===== config.mk =====
export PLATFORM = sky130hd
export DESIGN_NAME = hwpe_vfpu_job_fsm
export DESIGN_NICKNAME = d
export VERILOG_FILES = /design/src/rtl/hwpe_vfpu_job_fsm.sv
export SDC_FILE = /design/constraint.sdc
export NUM_CORES = 1
export LEC_CHECK = 0
export CAP_MARGIN = 20
export CORE_ASPECT_RATIO = 1.75
export CORE_MARGIN = 2
export CORE_UTILIZATION = 62
export DETAILED_ROUTE_END_ITERATION = 10
export PLACE_DENSITY = 0.86
export SETUP_SLACK_MARGIN = 0.4
export SLEW_MARGIN = 15
export SYNTH_ARGS = -nofsm -noshare
export SYNTH_HDL_FRONTEND = slang
export SYNTH_SLANG_ARGS = --single-unit

===== constraint.sdc =====
create_clock -name clk_i -period 9 [get_ports clk_i]
set_input_delay 1.35 -clock clk_i [delete_from_list [all_inputs] [get_ports clk_i]]
set_output_delay 1.35 -clock clk_i [all_outputs]
set_load 0.1 [all_outputs]

===== src/rtl/hwpe_vfpu_job_fsm.sv =====
// Job-level controller of the HWPE vector FPU: latches job setup, triggers the streamers,
// gates and counts operand issue / result retirement, accumulates FPU flags and signals done.
// Optional no-progress watchdog enabled by defining HWPE_VFPU_WATCHDOG_EN.
module hwpe_vfpu_job_fsm #(
  parameter int unsigned CNT_WIDTH  = 16,
  parameter int unsigned WDOG_WIDTH = 12
) (
  input  logic                 clk_i,
  input  logic                 rst_ni,
  input  logic                 clear_i,
  input  logic                 start_i,
  input  logic [CNT_WIDTH-1:0] trans_size_i,
  input  logic [2:0]           operation_i,
  input  logic [1:0]           rounding_mode_i,
  input  logic                 streams_ready_i,
  output logic                 stream_req_o,
  output logic                 fpu_en_o,
  input  logic                 fpu_in_fire_i,
  input  logic                 fpu_out_fire_i,
  input  logic [5:0]           flags_i,
  input  logic                 sink_done_i,
  output logic [4:0]           ctrl_vfpu_o,
  output logic [5:0]           flags_o,
  output logic                 busy_o,
  output logic                 done_o,
  output logic                 error_o
);

  typedef enum logic [2:0] {IDLE, START, COMPUTE, DRAIN, DONE} state_e;

  typedef struct packed {
    logic [2:0] operation;
    logic [1:0] rounding_mode;
  } ctrl_vfpu_t;

  typedef logic [5:0] flags_vfpu_t;

  state_e                state_q, state_d;
  logic [CNT_WIDTH-1:0]  size_q, size_d;
  logic [CNT_WIDTH-1:0]  issue_cnt_q, issue_cnt_d;
  logic [CNT_WIDTH-1:0]  res_cnt_q, res_cnt_d;
  ctrl_vfpu_t            ctrl_q, ctrl_d;
  flags_vfpu_t           flags_q, flags_d;
  logic                  fpu_en_q, fpu_en_d;

  logic in_job;
  logic in_count;
  logic out_count;
  logic issue_last;
  logic drain_exit;
  logic wdog_expired;
  logic abort;

  // Fires beyond the job size, or operands offered while issue is gated, are dropped here.
  assign in_job     = (state_q == COMPUTE) || (state_q == DRAIN);
  assign in_count   = fpu_in_fire_i && fpu_en_q && (issue_cnt_q < size_q);
  assign out_count  = fpu_out_fire_i && in_job && (res_cnt_q < size_q);
  assign issue_last = in_count && ((issue_cnt_q + CNT_WIDTH'(1)) == size_q);
  assign drain_exit = (state_q == DRAIN) && (res_cnt_q == size_q) && sink_done_i;
  assign abort      = wdog_expired && !drain_exit;

  // ---------------------------------------------------------------------------
  // State and datapath registers
  // ---------------------------------------------------------------------------
  // NOTE: sequential state uses non-blocking assignments so every flop samples
  // the pre-edge value of every other flop, independent of process ordering.
  always_ff @(posedge clk_i or negedge rst_ni) begin
    if (!rst_ni) begin
      state_q     <= IDLE;
      size_q      <= '0;
      issue_cnt_q <= '0;
      res_cnt_q   <= '0;
      ctrl_q      <= '0;
      flags_q     <= '0;
      fpu_en_q    <= 1'b0;
    end else begin
      state_q     <= state_d;
      size_q      <= size_d;
      issue_cnt_q <= issue_cnt_d;
      res_cnt_q   <= res_cnt_d;
      ctrl_q      <= ctrl_d;
      flags_q     <= flags_d;
      fpu_en_q    <= fpu_en_d;
    end
  end

  // ---------------------------------------------------------------------------
  // Next-state logic
  // ---------------------------------------------------------------------------
  // NOTE: every combinational output gets a default first, so no path through
  // the block leaves it unassigned and no latch is inferred.
  always_comb begin
    state_d = state_q;
    case (state_q)
      IDLE:    if (start_i) state_d = (trans_size_i == '0) ? DONE : START;
      START:   if (streams_ready_i) state_d = COMPUTE;
      COMPUTE: begin
        if (abort)           state_d = DONE;
        else if (issue_last) state_d = DRAIN;
      end
      DRAIN:   if (drain_exit || abort) state_d = DONE;
      DONE:    state_d = IDLE;
      default: state_d = IDLE;
    endcase
    if (clear_i) state_d = IDLE;
  end

  // ---------------------------------------------------------------------------
  // Job setup latches, element counters and sticky flags
  // ---------------------------------------------------------------------------
  always_comb begin
    size_d      = size_q;
    issue_cnt_d = issue_cnt_q;
    res_cnt_d   = res_cnt_q;
    ctrl_d      = ctrl_q;
    flags_d     = flags_q;
    if (clear_i) begin
      size_d      = '0;
      issue_cnt_d = '0;
      res_cnt_d   = '0;
      ctrl_d      = '0;
      flags_d     = '0;
    end else begin
      if ((state_q == IDLE) && start_i) begin
        size_d      = trans_size_i;
        ctrl_d      = '{operation: operation_i, rounding_mode: rounding_mode_i};
        flags_d     = '0;
        issue_cnt_d = '0;
        res_cnt_d   = '0;
      end
      if (in_count) issue_cnt_d = issue_cnt_q + CNT_WIDTH'(1);
      if (out_count) begin
        res_cnt_d = res_cnt_q + CNT_WIDTH'(1);
        flags_d   = flags_q | flags_i;
      end
    end
  end

  // ---------------------------------------------------------------------------
  // Outputs: decoded from state, except the registered issue enable
  // ---------------------------------------------------------------------------
  always_comb begin
    fpu_en_d     = (state_d == COMPUTE) && (issue_cnt_d < size_q);
    fpu_en_o     = fpu_en_q;
    busy_o       = (state_q != IDLE);
    stream_req_o = (state_q == START);
    done_o       = (state_q == DONE);
    ctrl_vfpu_o  = ctrl_q;
    flags_o      = flags_q;
  end

`ifdef HWPE_VFPU_WATCHDOG_EN
  logic [WDOG_WIDTH-1:0] wdog_q, wdog_d;
  logic                  sink_done_q;
  logic                  error_q, error_d;

  // Any sign of progress restarts the count; outside an active job it is held at zero.
  always_comb begin
    wdog_d  = wdog_q + WDOG_WIDTH'(1);
    error_d = error_q;
    if (!in_job || clear_i || in_count || out_count || (sink_done_i && !sink_done_q)) begin
      wdog_d = '0;
    end
    if (clear_i || ((state_q == IDLE) && start_i)) error_d = 1'b0;
    else if (abort)                                error_d = 1'b1;
  end

  always_ff @(posedge clk_i or negedge rst_ni) begin
    if (!rst_ni) begin
      wdog_q      <= '0;
      sink_done_q <= 1'b0;
      error_q     <= 1'b0;
    end else begin
      wdog_q      <= wdog_d;
      sink_done_q <= sink_done_i;
      error_q     <= error_d;
    end
  end

  assign wdog_expired = in_job && (&wdog_q);
  assign error_o      = error_q;
`else
  logic [WDOG_WIDTH-1:0] unused_wdog;
  assign unused_wdog  = '0;
  assign wdog_expired = 1'b0;
  assign error_o      = 1'b0;
`endif

endmodule


[Word level (Yosys, flattened, before mapping)]
Cells that the tools add are included.
Cells by class
  add/sub/neg operators: 2
  order comparisons: 3
  equal/unequal tests: 7
  multiplexer cells: 20
  bitwise logic cells: 1
  reductions and logical operators: 15
Operator list (number)
  $mux 16: 8
  $lt 16x16->1: 3
  $add 16x1->16 const B: 2
  $eq 16x16->1: 2
  $mux 3: 6
  $mux 6: 3
  $logic_not 16->1: 1
  $pmux 3 s4: 1
  $mux 5: 2
  $eq 3x2->1 const B: 3
  $logic_and 1x1->1: 9
  $or 6x6->6: 1
  $reduce_bool 3->1: 2
  $eq 3x1->1 const B: 1
  $eq 3x3->1 const B: 1
  $logic_not 3->1: 1
  $reduce_bool 2->1: 1
  $logic_or 1x1->1: 1
Storage, ports and cells
  register bits: 63
  input port bits: 35
  output and inout bits: 16
  logic and storage cells: 56

[Depth between registers and ports, before layout]
Gate-level depths: netlist of run 1.
  depth in word-level cells: 8
  mapped depth: 19
  depth with buffers taken out: 17

[Least setup slack after synthesis of run 1]
No wires, ideal clock.
  kind: flip-flop to output port
  start point: register state_q[2]
  end point: output port stream_req_o
  arrival time: 2671 ps
  data required time: 7650 ps
  setup slack: 4979 ps
  stages on the path, launching flop included: 2
  path buffers: 0
  cell sequence: dfrtp_1 -> nor3b_1
Between the ends
  longest elaborated chain between the ends: 1
RTL lines
  start, declared: RTL line 38  | state_e state_q, state_d;
  start signal, assigned: RTL line 77  | state_q <= state_d;
  $eq 3x1->1: RTL line 146  | stream_req_o = (state_q == START);
  end, declared: RTL line 16  | output logic stream_req_o,
Every way passes these cells.

[Worst setup path after layout of run 1]
  start point: input port fpu_in_fire_i
  end point: register fpu_en_q, in the netlist fpu_en_o
Between the ends
  elaborated cells on any way between the ends: 11
  classes of those cells: order compare: 1; eq/ne: 1; mux: 5; reduce/logical: 4
RTL lines
  start, declared: RTL line 18  | input logic fpu_in_fire_i,
  $logic_and 1x1->1 (2 in a row): RTL line 56  | assign in_count = fpu_in_fire_i && fpu_en_q && (issue_cnt_q < size_q);
  $mux 16: RTL line 131  | if (in_count) issue_cnt_d = issue_cnt_q + CNT_WIDTH'(1);
  $mux 16: RTL line 117  | if (clear_i) begin
  named net issue_cnt_d[5]: RTL line 40  | logic [CNT_WIDTH-1:0] issue_cnt_q, issue_cnt_d;
  $lt 16x16->1: RTL line 143  | fpu_en_d = (state_d == COMPUTE) && (issue_cnt_d < size_q);
  $logic_and 1x1->1: RTL line 143
  named net fpu_en_d: RTL line 44  | logic fpu_en_q, fpu_en_d;
  end signal, assigned: RTL line 83  | fpu_en_q <= fpu_en_d;
  end, declared: RTL line 44
The timed path passes the listed nets, and every way through them passes these cells.
A chain may end at the register's enable or synchronous reset.

==> flow_summary_export.csv, run 1 <==
group,metric,value,unit
outcome,status,"complete, but fails checks",
outcome,violations,"design-rule violations",
hold_path,hold_path_class,"reg2reg",
synth,yosysSeqAreaShare,0.336,
routing,ant_nets,0,
placement,numPortBuffers,49,
synth,yosys_warnings,0,
cts,post_cts_buffers,0,
critical_path,crit_fanout,30,
pwr,power_density,155,nW/µm²
critical_path,crit_family,"simple AND/OR/NAND/NOR gates",
floorplan,start_util,0.628,
critical_path,crit_path_start,"fpu_in_fire_i",
cts,clk_pin_slew,0.05,ns
cts,cts_buffers,9,
critical_path,crit_buf_inv,1,
routing,wl_per_cell,19.7,µm
final_layout,layout.nets,678,
critical_path,reg2reg_from,"size_q[14]",
pwr,seqPwrFrac,0.351,
synth,synth_area_per_cell,8.39,µm²
critical_path,crit_slowest_cell,"nand3_1",
grt,grt_usage,0.338,
routing,viasPerCell,6.68,
cts,htree_levels,3,
job,maxCapViolations,0,
floorplan,core_area,7460,µm²
grt,antenna_found_initial,0,
timing,timing.final.crit_share,0.590,
critical_path,critical_path_class,"in2reg",
critical_path,worstPathCellList,"clkdlybuf4s50_1, nand3b_1, a211oi_1, nand3_1, or4_1, a21oi_1, ha_1, a21o_1, a221o_1, a211oi_1, nand3_1, a211oi_1",
cts,cts_buffer_depth,2,
routing,drtIter0Drc,708,
floorplan,die_h,119,µm
critical_path,start_kind,"input port",
floorplan,die_area,8300,µm²
cts,cts_tree,"yes",
critical_path,cp.required,9.21,ns
pwr,vdd_ir_drop_max,0.156,mV
pwr,p_leak,0.00235,µW
grt,grt_start_max_net_pins,64,
pwr,pwr-share-comb,0.176,
pwr,pwr-share-clk,0.473,
hold_path,min_from,"ctrl_vfpu_o[1]",
routing,first_pass_iters,10,
critical_path,max_stage_delay,0.83,ns
timing,finalHoldViolations,0,
grt,grt_first_pass_wirelength,22400,µm
synth,async_reset_ff_frac,1.00,
cts,clock-root-buffer,"clkbuf_16",
timing,setup-tns-final,0,ns
routing,drcViolationCount,1,
grt,grt_pass1_vias,4594,
pwr,p_sw,237,µW
pwr,p_int,620,µW
final_layout,final_common_cell,"nand2_1",
placement,place_hpwl,9540,µm
final_layout,utilization,0.742,
timing,slew_headroom,0.265,
final_layout,antennaDiodeCount,0,
timing,fin_crit,5.31,ns
cts,clkLatencyLatePin,0.33,ns
critical_path,critPathArrivalTime,5.52,ns
routing,vias,4586,
synth,synthFlopType,"dfrtp_1",
cts,clock-sinks,63,
synth,ys_types,59,
synth,synth_area,4690,µm²
critical_path,cpMostUsedCell,"a211oi_1",
cts,cts_hold_buf,0,
timing,setup_viol,0,
synth,postSynthCellCount,559,
timing,rsz0062_at_grt,"no",
final_layout,area_growth,18.1,%
synth,syn_nets,643,
floorplan,dieWidth,69.7,µm
final_layout,mostFrequentLayoutCells,"nand2_1 (81), a21oi_1 (72), dfrtp_1 (63)",
routing,drt_wl_total,13600,µm
timing,slew_viol_final,0,
pwr,p_sw_frac,0.277,
floorplan,io_pins,51,
critical_path,regToRegSetupSlack,3.99,ns
timing,max_freq,188,MHz
grt,overflow,0,
placement,place.gp.congestion,0.941,
cts,cts-resized-gates,0,
timing,tightest_slew,1.10,ns
floorplan,row_count,42,
synth,ys_ff_latch,63,
critical_path,end_kind,"register",
final_layout,drive_above_1_share,0.0551,
synth,synth_edf_count,0,
timing,final.setup_skew,0.00534,ns
[area by class of cell]
type	count	area, µm²
Clock inverter	5	105
Sequential cell	63	1580
Timing Repair Buffer	52	510
Tap cell	88	110
Multi-Input combinational cell	440	2890
Clock buffer	11	243
Inverter	28	105
Fill cell	539	1930
[stage by stage]
| step | area [µm²] | total power, µW | cells | worst slack (ns) | hold WS [ns] |
|---|---|---|---|---|---|
| 2_1_floorplan | 4690 | 398 | 559 | 4.98 | 0.481 |
| 3_3_place_gp | 5170 | 445 | 670 | 3.82 | 0.512 |
| 3_5_place_dp | 5170 | 451 | 670 | 3.58 | 0.521 |
| 4_1_cts | 5520 | 856 | 686 | 3.83 | 0.530 |
| 5_1_grt | 5540 | 883 | 687 | 3.37 | 0.556 |
| 6_report | 5540 | 858 | 687 | 3.69 | 0.530 |
[power by group through the flow]
stage	clock network (µW)	logic [µW]	registers, µW
finish	406	151	301
global route	417	163	302
CTS	407	148	301
detailed placement	0	145	306
global placement	0	140	305
floorplan	0	79.7	319
[metal layers]
layer  vias up  track usage  part of all wire
li1       2093            -                 -
met1      2170        0.393              0.36
met2       251        0.575              0.51
met3        72       0.0525             0.065
met5         -            0                 0
met4         0        0.216             0.063
[state kept, by name, summed over array words and instances (netlist names)]
register and cells:
ctrl_vfpu_o 5, flags_o 6, fpu_en_o 1, issue_cnt_q 16, res_cnt_q 16, size_q 16, state_q 3
[synthesized netlist by cell type, types with 2 or more instances]
master / count / area share
nor2b_1: 9 / 0.012
a21o_1: 6 / 0.0096
o211ai_1: 3 / 0.0048
a31oi_1: 6 / 0.0080
nor2_1: 25 / 0.020
o21ai_0: 26 / 0.028
and2_1: 3 / 0.0040
nand4_1: 18 / 0.024
and3_1: 9 / 0.012
o31ai_1: 2 / 0.0032
nand2b_1: 2 / 0.0027
mux2i_1: 10 / 0.021
a21oi_1: 72 / 0.077
nand2_1: 81 / 0.065
xnor2_1: 14 / 0.026
nor3b_1: 3 / 0.0048
nand3_1: 19 / 0.020
and2_0: 2 / 0.0027
clkbuf_1: 16 / 0.013
buf_4: 2 / 0.0032
or3b_2: 2 / 0.0037
o2111ai_1: 2 / 0.0037
inv_1: 28 / 0.022
a21boi_0: 2 / 0.0032
ha_1: 49 / 0.13
a2111oi_0: 2 / 0.0037
and4_1: 5 / 0.0093
a211oi_1: 4 / 0.0064
xor2_1: 7 / 0.013
dfrtp_1: 63 / 0.34
buf_2: 9 / 0.0096
a32oi_1: 2 / 0.0037
a221o_1: 3 / 0.0064
nor3_1: 11 / 0.012
or3_1: 9 / 0.012
a22o_1: 4 / 0.0075
or4_1: 2 / 0.0032
nor4_1: 6 / 0.0080
[worst paths after layout]
path                                  endpoint  cells after the start
worst max-delay path                  fpu_en_o                     12
worst min-delay path            ctrl_vfpu_o[1]                      2
worst max register to register        fpu_en_o                     14
worst min register to register  ctrl_vfpu_o[1]                      2
max in group asynchronous            size_q[2]                      2
min in group asynchronous           flags_o[2]                      2
[worst register-to-register path, stage by stage (launching register included)]
cell	delay, ns
dfrtp_1	0.39
inv_1	0.12
ha_1	0.36
a21oi_1	0.15
a21boi_0	0.16
a211oi_1	0.39
nand3_1	0.83
or4_1	0.78
a21oi_1	0.20
ha_1	0.29
a21o_1	0.18
a221o_1	0.32
a211oi_1	0.27
nand3_1	0.12
a211oi_1	0.32
[kinds of logic (layout without fill, tap and decap cells)]
family,after synthesis,after routing,share of synthesized area
muxes,11,11,0.0238
DFF,63,63,0.336
buffers and inverters,56,96,0.0491
and+or+nand+nor,215,215,0.233
xor gates and xnor gates,21,21,0.0392
AOI/OAI and AO/OA,143,143,0.187
adders and majority gates,49,49,0.131
other,1,1,0.000800
No activity file was read; power rests on OpenSTA's default activity.
==> run 2: changes to the inputs <==
--- a/config.mk
+++ b/config.mk
@@ -8,9 +8,9 @@
 export CAP_MARGIN = 20
 export CORE_ASPECT_RATIO = 1.75
 export CORE_MARGIN = 2
-export CORE_UTILIZATION = 62
+export CORE_UTILIZATION = 52
 export DETAILED_ROUTE_END_ITERATION = 10
-export PLACE_DENSITY = 0.86
+export PLACE_DENSITY = 0.77
 export SETUP_SLACK_MARGIN = 0.4
 export SLEW_MARGIN = 15
 export SYNTH_ARGS = -nofsm -noshare
==> constraint.sdc (replaced) <==
create_clock -name clk_i -period 4.4 [get_ports clk_i]
set_input_delay 0.66 -clock clk_i [delete_from_list [all_inputs] [get_ports clk_i]]
set_output_delay 0.66 -clock clk_i [all_outputs]
set_load 0.1 [all_outputs]
==> flow_summary_export.csv, run 2 (synthesis results as in run 1) <==
group,metric,value,unit
pwr,vdd_ir_drop_max,0.289,mV
pwr,power_density,283,nW/µm²
pwr,total_power,1640,µW
final_layout,drive_above_1_share,0.124,
routing,first_pass_iters,6,
critical_path,critPathArrivalTime,4.08,ns
final_layout,final_common_cell,"nand2_1",
critical_path,cp.required,4.60,ns
critical_path,crit_fanout,10,
timing,slew_headroom,0.329,
cts,clk_pin_slew,0.06,ns
critical_path,start_kind,"register",
routing,viasPerCell,6.27,
timing,setup_ws,0.518,ns
grt,grt_first_pass_wirelength,22500,µm
floorplan,start_util,0.537,
routing,ant_nets,0,
timing,final.setup_skew,0.00786,ns
grt,grt_pass1_vias,4597,
placement,place_ws,0.203,ns
job,maxCapViolations,0,
timing,finalHoldViolations,0,
timing,setup-tns-final,0,ns
cts,htree_levels,3,
final_layout,area_growth,23.9,%
cts,cts_buffer_depth,2,
timing,fin_crit,3.88,ns
timing,rsz0062_at_grt,"no",
outcome,status,"finished clean",
cts,clock-sinks,63,
final_layout,layout.nets,703,
placement,place_hpwl,10100,µm
floorplan,die_area,9820,µm²
critical_path,critical_path_class,"reg2reg",
critical_path,end_kind,"register",
cts,cts_hold_buf,0,
routing,drtIter0Drc,414,
timing,setup_viol,0,
grt,overflow,0,
final_layout,mostFrequentLayoutCells,"nand2_1 (81), a21oi_1 (69), dfrtp_1 (61)",
final_layout,antennaDiodeCount,0,
grt,antenna_found_initial,0,
grt,grt_usage,0.300,
timing,tightest_slew,1.00,ns
floorplan,row_count,45,
timing,max_freq,258,MHz
floorplan,io_pins,51,
final_layout,utilization,0.666,
placement,place.gp.congestion,0.920,
final_layout,largestRegisters,"issue_cnt_q (16), res_cnt_q (16), size_q (16)",
cts,clock-root-buffer,"clkbuf_16",
routing,drcViolationCount,0,
routing,vias,4639,
timing,timing.final.crit_share,0.882,
placement,numPortBuffers,49,
routing,drt_wl_total,14100,µm
floorplan,die_h,130,µm
hold_path,hold_path_class,"in2async",
cts,cts_tree,"yes",
pwr,p_leak,0.00247,µW
grt,grt_start_max_net_pins,44,
timing,slew_viol_final,0,
cts,clkLatencyLatePin,0.33,ns
floorplan,core_area,8730,µm²
floorplan,dieWidth,75.8,µm
cts,cts_buffers,9,
routing,wl_per_cell,19.1,µm
## run 2: routing by layer
| metal | wire (µm) | global-route usage | vias to the layer above |
|---|---|---|---|
| met1 | 5300 | 0.360 | 2251 |
| met4 | 569 | 0.148 | 0 |
| met5 | 0 | 0 | - |
| met2 | 7610 | 0.514 | 198 |
| li1 | - | - | 2144 |
| met3 | 660 | 0.0358 | 46 |
## run 2: cell type report
type                       instances  area [µm²]
multi-input combinational        440        2980
fill                             699        2920
sequential                        63        1580
timing repair buffer              77         718
clock buffer                      10         229
tap                              117         146
inverter                          28         105
clock inverter                     5        50.0
## run 2: stage by stage
| step | hold slack, ns | cells | instance area, µm² |
|---|---|---|---|
| 6_report | 0.317 | 740 | 5810 |
| 5_1_grt | 0.359 | 740 | 5810 |
| 4_1_cts | 0.522 | 725 | 5590 |
| 3_5_place_dp | 0.514 | 709 | 5290 |
| 3_3_place_gp | 0.510 | 709 | 5290 |
| 2_1_floorplan | 0.364 | 559 | 4690 |
## run 2: worst max-delay path, cell delays in order (launching register included)
cell and delay (ns):
dfrtp_1 0.42, inv_2 0.10, ha_1 0.32, nand4_1 0.14, or4_1 0.53, a21o_1 0.23
nand3_2 0.14, buf_4 0.18, nor2b_1 0.05, o21ai_0 0.15, a21oi_1 0.12, ha_1 0.35
nand4_1 0.12, nor2_2 0.19, nand4_1 0.20, a2111oi_4 0.30, a211oi_2 0.06, nand3_1 0.11
a211oi_2 0.04
## run 2: worst paths after layout
path	start	end	depth (start not counted)	slack (ns)
min in group clk_i	ctrl_vfpu_o[2]	ctrl_vfpu_o[2]	2	0.52
worst min register to register	ctrl_vfpu_o[2]	ctrl_vfpu_o[2]	2	0.52
worst max register to register	size_q[10]	fpu_en_o	18	0.52
worst min-delay path	rst_ni	ctrl_vfpu_o[2]	1	0.32
max in group asynchronous	rst_ni	res_cnt_q[3]	3	3.21
worst max-delay path	size_q[10]	fpu_en_o	18	0.52
## run 2: where the power goes
part           switching, µW  internal (µW)  leakage (µW)
clock network            256            431      0.000142
logic                    218            125       0.00146
registers               18.1            596      0.000865
## run 2: what timing repair did
item | CTS | global route
pin swaps | 3 | 15
cloned | 0 | 1
resized for setup | 5 | 26
endpoints found under the setup margin | 1 | 1
setup buffers | 1 | 13
